<file path="config.mk">
export PLATFORM = sky130hd
export DESIGN_NAME = mem_port_arbiter_flat
export DESIGN_NICKNAME = d
export VERILOG_FILES = /design/src/rtl/mem_port_arbiter_if.sv /design/src/rtl/mem_port_arbiter.sv /design/src/flat_wrapper.sv
export SDC_FILE = /design/constraint.sdc
export NUM_CORES = 1
export LEC_CHECK = 0
export CORE_MARGIN = 5
export CORE_UTILIZATION = 44
export DETAILED_ROUTE_END_ITERATION = 10
export GPL_TIMING_DRIVEN = 1
export PLACE_DENSITY = 0.93
export SETUP_SLACK_MARGIN = 0.2
export SYNTH_ARGS = -nofsm -noshare
export SYNTH_HDL_FRONTEND = slang
export SYNTH_SLANG_ARGS = --single-unit
</file>
<file path="constraint.sdc">
create_clock -name clk -period 4.2 [get_ports clk]
set_input_delay 0.84 -clock clk [delete_from_list [all_inputs] [get_ports clk]]
set_output_delay 0.84 -clock clk [all_outputs]
set_load 0.02 [all_outputs]
</file>
<file path="src/rtl/mem_port_arbiter_if.sv">
// mem_port_arbiter_if
//   Bundles the fetch port, the load/store data port and the external memory
//   handshake seen by mem_port_arbiter.
//   Modports:
//     slave  - the arbiter's view: takes requests and memory responses,
//              drives ready/rdata pulses and the memory request.
//     master - the surrounding system's view (cpu core + memory model).
//   Signals:
//     if_req/if_addr/if_rdata/if_ready          instruction fetch port
//     d_req/d_we/d_addr/d_wdata/d_rdata/d_ready load/store port
//     m_req/m_we/m_addr/m_wdata/m_rdata/m_ack   memory handshake
//     err                                       timed-out access flag
interface mem_port_arbiter_if;
  logic        if_req;
  logic [31:0] if_addr;
  logic [31:0] if_rdata;
  logic        if_ready;

  logic        d_req;
  logic        d_we;
  logic [31:0] d_addr;
  logic [31:0] d_wdata;
  logic [31:0] d_rdata;
  logic        d_ready;

  logic        m_req;
  logic        m_we;
  logic [31:0] m_addr;
  logic [31:0] m_wdata;
  logic [31:0] m_rdata;
  logic        m_ack;

  logic        err;

  modport slave (
    input  if_req, if_addr, d_req, d_we, d_addr, d_wdata, m_rdata, m_ack,
    output if_rdata, if_ready, d_rdata, d_ready,
    output m_req, m_we, m_addr, m_wdata, err
  );

  modport master (
    output if_req, if_addr, d_req, d_we, d_addr, d_wdata, m_rdata, m_ack,
    input  if_rdata, if_ready, d_rdata, d_ready,
    input  m_req, m_we, m_addr, m_wdata, err
  );
endinterface

</file>
<file path="src/rtl/mem_port_arbiter.sv">
// mem_port_arbiter
//   Shares one single-port unified memory between the CPU instruction-fetch
//   path and the load/store data path. One access is in flight at a time;
//   the winner gets a one-cycle ready pulse carrying registered read data.
//   Ports:
//     clk    - system clock, rising edge
//     reset  - synchronous, active-high
//     bus    - mem_port_arbiter_if.slave (fetch, data and memory handshakes)
//   Parameters:
//     TIMEOUT_CYCLES - max cycles m_req may stay high without m_ack
//                      (0 disables the timeout)
//   Configuration macro:
//     MEM_ARB_RR_EN  - when defined, simultaneous requests are served
//                      round-robin; otherwise data beats fetch.
module mem_port_arbiter #(
  parameter int unsigned TIMEOUT_CYCLES = 64
) (
  input  logic                 clk,
  input  logic                 reset,
  mem_port_arbiter_if.slave    bus
);

  localparam int unsigned CNT_W =
    (TIMEOUT_CYCLES > 0) ? $clog2(TIMEOUT_CYCLES + 1) : 1;

  typedef enum logic [1:0] {
    IDLE    = 2'd0,
    BUSY_IF = 2'd1,
    BUSY_D  = 2'd2
  } state_t;

  state_t           state;
  logic [CNT_W-1:0] tmo_cnt;

  logic elig_if;
  logic elig_d;
  logic grant_if;
  logic grant_d;
  logic timeout_hit;

`ifdef MEM_ARB_RR_EN
  typedef enum logic {
    GRANT_IF = 1'b0,
    GRANT_D  = 1'b1
  } grant_t;

  grant_t last_grant;
`endif

  // A requester whose ready pulse is out this cycle is still holding req
  // for the access that just finished, so it is masked for one cycle.
  always_comb begin
    elig_if = bus.if_req && !bus.if_ready;
    elig_d  = bus.d_req  && !bus.d_ready;
`ifdef MEM_ARB_RR_EN
    if (elig_if && elig_d) begin
      grant_d  = (last_grant == GRANT_IF);
      grant_if = !grant_d;
    end else begin
      grant_d  = elig_d;
      grant_if = elig_if;
    end
`else
    grant_d  = elig_d;
    grant_if = elig_if && !elig_d;
`endif
  end

  generate
    if (TIMEOUT_CYCLES > 0) begin : g_tmo
      localparam logic [CNT_W-1:0] TMO_LAST = CNT_W'(TIMEOUT_CYCLES - 1);
      assign timeout_hit = (tmo_cnt == TMO_LAST);
    end else begin : g_no_tmo
      assign timeout_hit = 1'b0;
    end
  endgenerate

  always_ff @(posedge clk) begin
    if (reset) begin
      state        <= IDLE;
      tmo_cnt      <= '0;
      bus.m_req    <= 1'b0;
      bus.m_we     <= 1'b0;
      bus.m_addr   <= '0;
      bus.m_wdata  <= '0;
      bus.if_rdata <= '0;
      bus.d_rdata  <= '0;
      bus.if_ready <= 1'b0;
      bus.d_ready  <= 1'b0;
      bus.err      <= 1'b0;
`ifdef MEM_ARB_RR_EN
      last_grant   <= GRANT_IF;
`endif
    end else begin
      bus.if_ready <= 1'b0;
      bus.d_ready  <= 1'b0;
      bus.err      <= 1'b0;

      case (state)
        IDLE: begin
          // m_ack seen here is late or spurious and is ignored.
          if (grant_d) begin
            state       <= BUSY_D;
            tmo_cnt     <= '0;
            bus.m_req   <= 1'b1;
            bus.m_we    <= bus.d_we;
            bus.m_addr  <= bus.d_addr;
            bus.m_wdata <= bus.d_wdata;
`ifdef MEM_ARB_RR_EN
            last_grant  <= GRANT_D;
`endif
          end else if (grant_if) begin
            state       <= BUSY_IF;
            tmo_cnt     <= '0;
            bus.m_req   <= 1'b1;
            bus.m_we    <= 1'b0;
            bus.m_addr  <= bus.if_addr;
            bus.m_wdata <= '0;
`ifdef MEM_ARB_RR_EN
            last_grant  <= GRANT_IF;
`endif
          end
        end

        BUSY_IF: begin
          // An ack in the timeout cycle completes normally.
          if (bus.m_ack) begin
            state        <= IDLE;
            bus.m_req    <= 1'b0;
            bus.if_rdata <= bus.m_rdata;
            bus.if_ready <= 1'b1;
          end else if (timeout_hit) begin
            state        <= IDLE;
            bus.m_req    <= 1'b0;
            bus.if_rdata <= '0;
            bus.if_ready <= 1'b1;
            bus.err      <= 1'b1;
          end else begin
            tmo_cnt      <= tmo_cnt + 1'b1;
          end
        end

        BUSY_D: begin
          if (bus.m_ack) begin
            state       <= IDLE;
            bus.m_req   <= 1'b0;
            bus.d_rdata <= bus.m_rdata;
            bus.d_ready <= 1'b1;
          end else if (timeout_hit) begin
            state       <= IDLE;
            bus.m_req   <= 1'b0;
            bus.d_rdata <= '0;
            bus.d_ready <= 1'b1;
            bus.err     <= 1'b1;
          end else begin
            tmo_cnt     <= tmo_cnt + 1'b1;
          end
        end

        default: begin
          state     <= IDLE;
          bus.m_req <= 1'b0;
        end
      endcase
    end
  end

endmodule

</file>
<file path="src/flat_wrapper.sv">
// flat-port wrapper written by rule: the top's interface ports become plain ports
module mem_port_arbiter_flat 
#(
  parameter int unsigned TIMEOUT_CYCLES = 64
)
  (clk, reset, bus_if_req, bus_if_addr, bus_d_req, bus_d_we, bus_d_addr, bus_d_wdata, bus_m_rdata, bus_m_ack, bus_if_rdata, bus_if_ready, bus_d_rdata, bus_d_ready, bus_m_req, bus_m_we, bus_m_addr, bus_m_wdata, bus_err);
  mem_port_arbiter_if bus_i ();
  input  logic clk;
  input  logic reset;
  input wire logic [$bits(bus_i.if_req)-1:0] bus_if_req;
  input wire logic [$bits(bus_i.if_addr)-1:0] bus_if_addr;
  input wire logic [$bits(bus_i.d_req)-1:0] bus_d_req;
  input wire logic [$bits(bus_i.d_we)-1:0] bus_d_we;
  input wire logic [$bits(bus_i.d_addr)-1:0] bus_d_addr;
  input wire logic [$bits(bus_i.d_wdata)-1:0] bus_d_wdata;
  input wire logic [$bits(bus_i.m_rdata)-1:0] bus_m_rdata;
  input wire logic [$bits(bus_i.m_ack)-1:0] bus_m_ack;
  output wire logic [$bits(bus_i.if_rdata)-1:0] bus_if_rdata;
  output wire logic [$bits(bus_i.if_ready)-1:0] bus_if_ready;
  output wire logic [$bits(bus_i.d_rdata)-1:0] bus_d_rdata;
  output wire logic [$bits(bus_i.d_ready)-1:0] bus_d_ready;
  output wire logic [$bits(bus_i.m_req)-1:0] bus_m_req;
  output wire logic [$bits(bus_i.m_we)-1:0] bus_m_we;
  output wire logic [$bits(bus_i.m_addr)-1:0] bus_m_addr;
  output wire logic [$bits(bus_i.m_wdata)-1:0] bus_m_wdata;
  output wire logic [$bits(bus_i.err)-1:0] bus_err;
  assign bus_i.if_req = bus_if_req;
  assign bus_i.if_addr = bus_if_addr;
  assign bus_i.d_req = bus_d_req;
  assign bus_i.d_we = bus_d_we;
  assign bus_i.d_addr = bus_d_addr;
  assign bus_i.d_wdata = bus_d_wdata;
  assign bus_i.m_rdata = bus_m_rdata;
  assign bus_i.m_ack = bus_m_ack;
  assign bus_if_rdata = bus_i.if_rdata;
  assign bus_if_ready = bus_i.if_ready;
  assign bus_d_rdata = bus_i.d_rdata;
  assign bus_d_ready = bus_i.d_ready;
  assign bus_m_req = bus_i.m_req;
  assign bus_m_we = bus_i.m_we;
  assign bus_m_addr = bus_i.m_addr;
  assign bus_m_wdata = bus_i.m_wdata;
  assign bus_err = bus_i.err;
  mem_port_arbiter #(.TIMEOUT_CYCLES(TIMEOUT_CYCLES)) u_core (.clk(clk), .reset(reset), .bus(bus_i));
endmodule
</file>
==> results of run 1 <==
cells by family (layout without fill, tap and decap cells):
group	Yosys count	after routing	synth area share [%]
fa+ha+maj	5	5	1.13
buf+inv	66	316	5.76
compound gates	222	222	25.0
flops	142	142	51.3
simple gates	226	226	16.8
stage by stage:
stage / hold WS, ps / setup WS (ps) / util [%] / std cells / total power (W)
after floorplan: 419 / 2370 / - / 661 / 0.00203
after global placement: 431 / 1370 / 65.8 / 1051 / 0.00244
after detailed placement: 434 / 1250 / 65.8 / 1051 / 0.00246
after CTS: 445 / 1680 / 70.4 / 1083 / 0.00392
after global routing: 469 / 1480 / 70.4 / 1083 / 0.00406
final: 447 / 1660 / 70.4 / 1083 / 0.00390
final cells by class:
type	count	area, um^2	share of cell area (%)
repair buffers	276	2740	31.2
multi-input cells	453	2380	27.1
clock inverters	11	116	1.33
flip-flops and latches	142	2840	32.4
clock buffers	21	460	5.25
well taps	172	215	2.45
inverters	8	30.0	0.342
flip-flops by register name, indices dropped and copies added (netlist names):
| register | count |
|---|---|
| u_core.bus.d_rdata | 32 |
| u_core.bus.if_rdata | 32 |
| u_core.bus.m_addr | 32 |
| u_core.bus.m_wdata | 32 |
| u_core.tmo_cnt | 7 |
| u_core.state | 2 |
| u_core.bus.d_ready | 1 |
| u_core.bus.err | 1 |
| u_core.bus.if_ready | 1 |
| u_core.bus.m_req | 1 |
| u_core.bus.m_we | 1 |
cell usage after synthesis (all sizes together) (2+ instances only):
library cell and n:
a211oi 2, a21oi 71, a22oi 33, a311oi 34
a31oi 6, and2 2, buf 28, clkbuf 30
dfxtp 142, ha 5, inv 8, nand2 132
nand2b 3, nand3 6, nor2 68, nor2b 3
nor3 6, o21ai 72
power groups by stage:
stage               combinational, W  clock [W]  sequential, W
finish                      0.000910    0.00146        0.00152
global route                0.000982    0.00154        0.00154
CTS                         0.000916    0.00148        0.00152
detailed placement          0.000910          0        0.00155
global placement            0.000893          0        0.00155
floorplan                   0.000353          0        0.00168
metal layers:
metal / vias to the layer above / routed length [um] / track usage (%)
li1: 2775 / - / -
met1: 2654 / 6820 / 26.3
met2: 233 / 8940 / 39.1
met3: 41 / 1410 / 7.06
met4: 0 / 599 / 11.1
met5: - / 0 / 0
how the worst min path moves through the flow:
stage                                         startpoint                        endpoint  slack (ps)
final                     u_core.tmo_cnt[6]$_SDFFE_PP0P_  u_core.tmo_cnt[6]$_SDFFE_PP0P_         450
after global routing      u_core.tmo_cnt[6]$_SDFFE_PP0P_  u_core.tmo_cnt[6]$_SDFFE_PP0P_         470
after CTS                 u_core.tmo_cnt[6]$_SDFFE_PP0P_  u_core.tmo_cnt[6]$_SDFFE_PP0P_         440
after detailed placement  u_core.tmo_cnt[6]$_SDFFE_PP0P_  u_core.tmo_cnt[6]$_SDFFE_PP0P_         430
after global placement    u_core.tmo_cnt[6]$_SDFFE_PP0P_  u_core.tmo_cnt[6]$_SDFFE_PP0P_         430
after floorplan           u_core.tmo_cnt[6]$_SDFFE_PP0P_  u_core.tmo_cnt[6]$_SDFFE_PP0P_         420
worst min-delay path, stage by stage (launching register included):
cell and delay (ps):
dfxtp_1 310, inv_1 50, a211oi_1 40
==> flow_summary.toml, run 1 <==
[synthesis]
synth_top_flop_cell = "dfxtp_1"
synth-async-reset-ratio_pct = 0
synth_warnings = 0
mappedNetlistArea_um2 = 5540
synth_sequential_area_ratio_pct = 51.3
synth.net_count = 800
synth-edff-count = 0
synth_largest_area_cell = "dfxtp_1"
synth-seq-cells = 142
synth.top_cell.area_share_pct = 51.3
netlist_top_cells_area = "dfxtp_1, nand2_1, a21oi_1, a311oi_1, nor2_1"
syn-mean-instance-area_um2 = 8.38
post_synth_num_cell_types = 40
number_of_standard_cells_after_synthesis = 661

[final_layout]
nNetsFinal = 1037
layout.cells.most_common = "clkdlybuf4s50_1"
final_design_area_no_fill_um2 = 8780
commonest_cells_after_routing_fill_and_taps_aside = "clkdlybuf4s50_1, dfxtp_1, nand2_1, a21oi_1, nor2_1"
antenna-diode-count = 0
flow.area_growth_from_synthesis_pct = 58.5
filler_cell_count = 955
final_layout_size_suffix_gt1_share_pct = 5.82

[clock_tree]
holdBufCountCts = 0
cts.repair_timing.setup_buffer_count = 0
clock_tree.root_cell = "clkbuf_16"
clkSlewWorstSetupHoldPaths_ps = 60
h_tree_level_count = 4
post_cts_resized = 0
cts-buffers-inserted = 17
tritoncts = "done"
worst_skew_pair.late_latency_ps = 410
cts.path.max_buffers = 2
numClockSinks = 142

[critical_path]
cp_max_fo = 40
worst_r2r_path_depth = 6
worst_setup_path_endpoint = "u_core.bus.m_addr[10]$_SDFFE_PP0P_"
worst_setup_path_start_kind = "primary input"
critical_path.cell_chain = "clkdlybuf4s50_1 > nor2b_4 > o21a_2 > buf_4 > nor2_1 > a311oi_1"
slowest_delay_ps = 450
setup.worst_path.class = "primary input to flop"
crit_path_required_time_ps = 4510
critPathTopFamily = "buffers and inverters"
cp.buffers_inverters = 2
worstSetupPathDepth = 6
arrival_ps = 2850
cpMaxStageDelayCell = "clkdlybuf4s50_1"
worst_setup_path_end_kind = "flop"
regToRegStartpoint = "u_core.state[0]$_SDFFE_PP0P_"
critical_path.reg2reg.endpoint = "u_core.bus.m_addr[10]$_SDFFE_PP0P_"
r2r_setup_slack_ps = 2150
cp-startpoint = "bus_if_req"

[die]
die-height_um = 122
die_area_um2 = 14900
placement_rows = 41
top_level_ports = 267
initial_core_util_pct = 44.4
core-area_um2 = 12500
die_w_um = 122

[routing]
wire_per_inst_um = 16.4
detailroute.via_count = 5703
drc = 0
route.detailed.vias_per_inst = 5.27
routed_wl_mm = 17.8
drtAntennaViolNets = 0
drtIter0Drc = 446
drt_first_pass_iters = 5

[power]
p_clk_share_pct = 37.5
leakagePower_nw = 3.15
power_per_cell_area_nw_per_um2 = 444
sw_frac_of_total_pct = 28.7
ir_worst_vdd_v = 0.000282
p_int_w = 0.00278
seq_power_share_pct = 39.1
net_switching_power_w = 0.00112
power.combinational.fraction_pct = 23.4

[sta]
finalHoldViolations = 0
rsz0062_at_grt = "no"
final-max-slew-violation-count = 0
worst_slew_pin_slew_ps = 1050
max_freq_ghz = 0.394
max-slew-margin-rel_pct = 29.9
total_negative_slack_ps = 0
period_minus_slack_ps = 2540
clock_skew_ps = 6.00
post-route-period-util_pct = 60.5
finalSetupViolCount = 0

[grt]
antenna_violations_before_repair = 0
vias_in_the_first_global_route = 5488
grt_pass1_wl_mm = 27.1
groute.usage.overall_pct = 23.0
leftover_overflow_at_the_end_of_global_routing = 0
grt_max_degree = 84

[run]
drv.max_cap_violation_count = 0

[placed_design]
gp_congestion = 0.850
place.port_buffers = 266
placement_cell_area_um2 = 8200
post-dp-hpwl_mm = 12.3

[hold_path]
worstHoldPathType = "flop to flop"
holdPathStages = 2

[run_status]
run_status = "finished clean"
Note: power is estimated with default switching activity, not from simulation.
==> run 2: changes to the inputs <==
--- a/config.mk
+++ b/config.mk
@@ -6,10 +6,10 @@
 export NUM_CORES = 1
 export LEC_CHECK = 0
 export CORE_MARGIN = 5
-export CORE_UTILIZATION = 44
+export CORE_UTILIZATION = 37
 export DETAILED_ROUTE_END_ITERATION = 10
 export GPL_TIMING_DRIVEN = 1
-export PLACE_DENSITY = 0.93
+export PLACE_DENSITY = 0.84
 export SETUP_SLACK_MARGIN = 0.2
 export SYNTH_ARGS = -nofsm -noshare
 export SYNTH_HDL_FRONTEND = slang
==> constraint.sdc (replaced) <==
create_clock -name clk -period 2.2 [get_ports clk]
set_input_delay 0.44 -clock clk [delete_from_list [all_inputs] [get_ports clk]]
set_output_delay 0.44 -clock clk [all_outputs]
set_load 0.02 [all_outputs]
==> run 2 against run 1 <==
  * Largest power group is now the clock network
  * Worst setup slack lost 1400 ps
  * Routed wire length grew 2.7%
  * Hold slack gained 13 ps
  * Utilization shrank 8.7 points
  * Non-clock buffer count grew 10
  * Final cell count grew 2.0%
  * Clock-buffer cell count shrank 2
  * Register-to-register slack lost 1800 ps
  * Clock power grew 100%
  * Global-route usage shrank 2.9 points
  * Die area grew 17%
  * First-iteration DRC count shrank 23%
==> flow_summary.toml, run 2 (synthesized netlist as in run 1, its figures left out) <==
[die]
initial_core_util_pct = 38.0
die-height_um = 132
top_level_ports = 267
die_area_um2 = 17500
placement_rows = 44
core-area_um2 = 14600
die_w_um = 132

[clock_tree]
clkSlewWorstSetupHoldPaths_ps = 60
clock_tree.root_cell = "clkbuf_16"
holdBufCountCts = 0
cts.path.max_buffers = 2
cts.repair_timing.setup_buffer_count = 0
cts-buffers-inserted = 17
tritoncts = "done"
worst_skew_pair.late_latency_ps = 410
post_cts_resized = 0
h_tree_level_count = 4
numClockSinks = 142

[routing]
wire_per_inst_um = 16.5
drc = 0
drtIter0Drc = 345
drt_first_pass_iters = 5
drtAntennaViolNets = 0
route.detailed.vias_per_inst = 5.16
routed_wl_mm = 18.2
detailroute.via_count = 5697

[final_layout]
area_of_the_multi_input_gates_um2 = 2390
flow.area_growth_from_synthesis_pct = 62.6
antenna-diode-count = 0
commonest_cells_after_routing_fill_and_taps_aside = "clkdlybuf4s50_1, dfxtp_1, nand2_1, a21oi_1, nor2_1"
postLayoutCoreUtil_pct = 61.7
final_layout_size_suffix_gt1_share_pct = 6.95
filler_cell_count = 1213
nNetsFinal = 1047
layout.cells.most_common = "clkdlybuf4s50_1"
layout.area.seq_um2 = 2840

[critical_path]
critical_path.cell_chain = "clkdlybuf4s50_1"
cp.buffers_inverters = 1
crit_path_required_time_ps = 1760
worst_setup_path_start_kind = "flop"
slowest_delay_ps = 680
critPathTopFamily = "buffers and inverters"
arrival_ps = 1460
worst_setup_path_end_kind = "output pin"
cp_max_fo = 2
cpMaxStageDelayCell = "clkdlybuf4s50_1"
setup.worst_path.class = "flop to output pin"

[sta]
period_minus_slack_ps = 1900
post-route-period-util_pct = 86.3
worst_slew_pin_slew_ps = 481
final-max-slew-violation-count = 0
total_negative_slack_ps = 0
max-slew-margin-rel_pct = 67.9
finalSetupViolCount = 0
rsz0062_at_grt = "no"
clock_skew_ps = 7.64
finalHoldViolations = 0
max_freq_ghz = 0.527

[run]
drv.max_cap_violation_count = 0

[power]
p_int_w = 0.00546
ir_worst_vdd_v = 0.000536
power.combinational.fraction_pct = 23.7
leakagePower_nw = 3.24
p_clk_share_pct = 38.3
net_switching_power_w = 0.00220
seq_power_share_pct = 38.0
sw_frac_of_total_pct = 28.7
power_per_cell_area_nw_per_um2 = 850

[hold_path]
worstHoldPathType = "flop to flop"

[placed_design]
post-dp-hpwl_mm = 13.0
gp_congestion = 0.856
place.port_buffers = 266

[grt]
antenna_violations_before_repair = 0
grt_max_degree = 65
groute.usage.overall_pct = 20.1
leftover_overflow_at_the_end_of_global_routing = 0
grt_pass1_wl_mm = 28.7
vias_in_the_first_global_route = 5619

[run_status]
run_status = "finished clean"
## run 2: final timing paths
| check | from | end | slack [ps] | cells after the start |
|---|---|---|---|---|
| max reg2reg | u_core.state[0]$_SDFFE_PP0P_ | u_core.tmo_cnt[2]$_SDFFE_PP0P_ | 380 | 6 |
| min reg2reg | u_core.tmo_cnt[6]$_SDFFE_PP0P_ | u_core.tmo_cnt[6]$_SDFFE_PP0P_ | 460 | 2 |
| min | u_core.tmo_cnt[6]$_SDFFE_PP0P_ | u_core.tmo_cnt[6]$_SDFFE_PP0P_ | 460 | 2 |
| max | u_core.bus.if_ready$_SDFF_PP0_ | bus_if_ready | 300 | 1 |
## run 2: per-stage QoR
stage	std cells	hold WS [ps]	cell area [um^2]	power, W	worst slack (ps)
after floorplan	661	419	5540	0.00388	615
after global placement	1073	442	8390	0.00474	204
after detailed placement	1073	453	8390	0.00477	113
after CTS	1105	454	9000	0.00774	261
after global routing	1105	482	9010	0.00800	250
final	1105	460	9010	0.00766	301
## run 2: per-layer routing
layer	up-vias	wire length (um)	part of all wire, %	global-route usage, %
li1	2792	-	-	-
met1	2617	7020	39	22.5
met2	242	8920	49	33.2
met3	46	1620	8.9	7.71
met4	0	676	3.7	10.0
met5	-	0	0	0
## run 2: layout make-up
| class | count | share of cell area [%] |
|---|---|---|
| clock inverters | 13 | 1.82 |
| inverters | 8 | 0.333 |
| multi-input cells | 453 | 26.5 |
| repair buffers | 286 | 32.3 |
| clock buffers | 19 | 4.92 |
| flip-flops and latches | 142 | 31.6 |
| well taps | 184 | 2.56 |
## run 2: power groups by stage
stage,registers [W],clock network (W),logic [W]
finish,0.00291,0.00293,0.00182
global route,0.00293,0.00312,0.00194
CTS,0.00291,0.00301,0.00182
detailed placement,0.00296,0,0.00181
global placement,0.00295,0,0.00178
floorplan,0.00321,0,0.000673
==> run 3: changes to the inputs <==
--- a/config.mk
+++ b/config.mk
@@ -6,10 +6,12 @@
 export NUM_CORES = 1
 export LEC_CHECK = 0
 export CORE_MARGIN = 5
-export CORE_UTILIZATION = 37
+export CORE_UTILIZATION = 45
 export DETAILED_ROUTE_END_ITERATION = 10
+export DONT_BUFFER_PORTS = 1
 export GPL_TIMING_DRIVEN = 1
-export PLACE_DENSITY = 0.84
+export HOLD_SLACK_MARGIN = 0.02
+export PLACE_DENSITY = 0.69
 export SETUP_SLACK_MARGIN = 0.2
 export SYNTH_ARGS = -nofsm -noshare
 export SYNTH_HDL_FRONTEND = slang
==> run 3 against run 2 <==
  * Combinational power fell by 58%
  * Critical endpoint is now u_core.tmo_cnt[3]$_SDFFE_PP0P_
  * Sequential share of layout area rose by 14 points
  * Sequential cell count did not move
  * Global-route usage fell by 0.97 points
  * Register-to-register slack improved by 20 ps
  * Hold slack got worse by 350 ps
  * Final cell count fell by 26%
  * Clock power rose by 6%
  * Clock-buffer cell count rose by 3
  * Largest cell class is now flip-flops and latches
  * Largest power group is now sequential cells
==> flow_summary.toml, run 3 (synthesized netlist as in run 1, its figures left out) <==
[final_layout]
antenna-diode-count = 0
commonest_cells_after_routing_fill_and_taps_aside = "dfxtp_1, nand2_1, a21oi_1, nor2_1, o21ai_1"
flow.area_growth_from_synthesis_pct = 12.7
nNetsFinal = 773
final_cell_count_no_fill = 815
area_of_the_multi_input_gates_um2 = 2390
postLayoutCoreUtil_pct = 51.7
layout.area.seq_um2 = 2840
filler_cell_count = 1108
final_layout_size_suffix_gt1_share_pct = 8.19
layout.cells.most_common = "dfxtp_1"

[grt]
globalRoute.busiestLayer = "met2"
leftover_overflow_at_the_end_of_global_routing = 0
met3_track_demand_over_resource_in_global_routing_pct = 8.67
groute.usage.overall_pct = 19.1
antenna_violations_before_repair = 0
grt_use_met2_pct = 30.8
grt_pass1_wl_mm = 22.3
grt_max_degree = 143
vias_in_the_first_global_route = 4345
grt_use_met1_pct = 21.8

[power]
leakagePower_nw = 2.22
ir_worst_vdd_v = 0.000506
power_per_cell_area_nw_per_um2 = 1140

[routing]
drtIter0Drc = 370
detailroute.via_count = 4603
route.detailed.vias_per_inst = 5.65
drc = 0
drt_first_pass_iters = 6
drtAntennaViolNets = 0
wire_per_inst_um = 17.9
routed_wl_mm = 14.6

[clock_tree]
numClockSinks = 142
clkSlewWorstSetupHoldPaths_ps = 60
cts.path.max_buffers = 2
clock_tree.root_cell = "clkbuf_16"
holdBufCountCts = 0
tritoncts = "done"
cts-buffers-inserted = 17
h_tree_level_count = 4
worst_skew_pair.late_latency_ps = 410

[die]
initial_core_util_pct = 45.9
placement_rows = 40
die_w_um = 121
die-height_um = 121
die_area_um2 = 14600
top_level_ports = 267
core-area_um2 = 12100

[sta]
finalSetupViolCount = 0
setup_ws_final_ps = 403
period_minus_slack_ps = 1800
post-route-period-util_pct = 81.7
finalHoldViolations = 0
clock_skew_ps = 6.78
max-slew-margin-rel_pct = 45.4
worst_slew_pin_slew_ps = 816
rsz0062_at_grt = "no"
total_negative_slack_ps = 0
max_freq_ghz = 0.557
worst_hold_slack_ps = 105
final-max-slew-violation-count = 0

[critical_path]
setup.worst_path.class = "flop to flop"
worst_setup_path_start_kind = "flop"
cp_max_fo = 8
crit_path_required_time_ps = 2510
arrival_ps = 2110
worst_setup_path_end_kind = "flop"

[placed_design]
post-dp-hpwl_mm = 10.0
gp_congestion = 0.773
place.port_buffers = 0
placement.setup.worst_slack_ps = 134
dp.cells = 783

[run]
drv.max_cap_violation_count = 0

[hold_path]
worstHoldPathType = "primary input to flop"

[run_status]
run_status = "finished clean"
run 3: layout make-up:
class / instances / area share [%]
Clock buffer: 22 / 7.44
Clock inverter: 10 / 2.97
Inverter: 8 / 0.481
Multi-Input combinational cell: 453 / 38.4
Sequential cell: 142 / 45.5
Tap cell: 168 / 3.37
Timing Repair Buffer: 12 / 1.84
run 3: per-layer routing:
metal,vias to the layer above,wire (um)
met3,20,1740
met5,-,0
li1,2255,-
met4,0,250
met2,219,6980
met1,2109,5640
run 3: final timing paths:
kind	startpoint	to	slack (ps)	depth (start not counted)
worst max-delay path	u_core.state[0]$_SDFFE_PP0P_	u_core.tmo_cnt[3]$_SDFFE_PP0P_	400	6
worst min register to register	u_core.tmo_cnt[6]$_SDFFE_PP0P_	u_core.tmo_cnt[6]$_SDFFE_PP0P_	450	2
worst min-delay path	reset	u_core.bus.m_addr[18]$_SDFFE_PP0P_	110	1
worst max register to register	u_core.state[0]$_SDFFE_PP0P_	u_core.tmo_cnt[3]$_SDFFE_PP0P_	400	6
run 3: timing repair:
action / 4_1_cts / 5_1_grt
setup endpoints to repair: 0 / 31
gates resized for setup: 0 / 2
buffers inserted: 0 / 0
run 3: report_power, final:
group | switching [W] | internal, W
combinational | 0.000491 | 0.000273
clock | 0.00104 | 0.00207
sequential | 0.000422 | 0.00279
total | 0.00195 | 0.00514
run 3: metrics by stage:
stage	power, W	instance area [um^2]
final	0.00709	6240
after global routing	0.00741	6240
after CTS	0.00716	6220
after detailed placement	0.00403	5580
after global placement	0.00399	5580
after floorplan	0.00388	5540
run 3: worst max-delay path: stages, from the launching register on:
cell      delay, ps
dfxtp_1         390
inv_1            80
ha_1            420
nand2b_1        150
a31oi_4         290
a31oi_1         130
a311oi_1        250
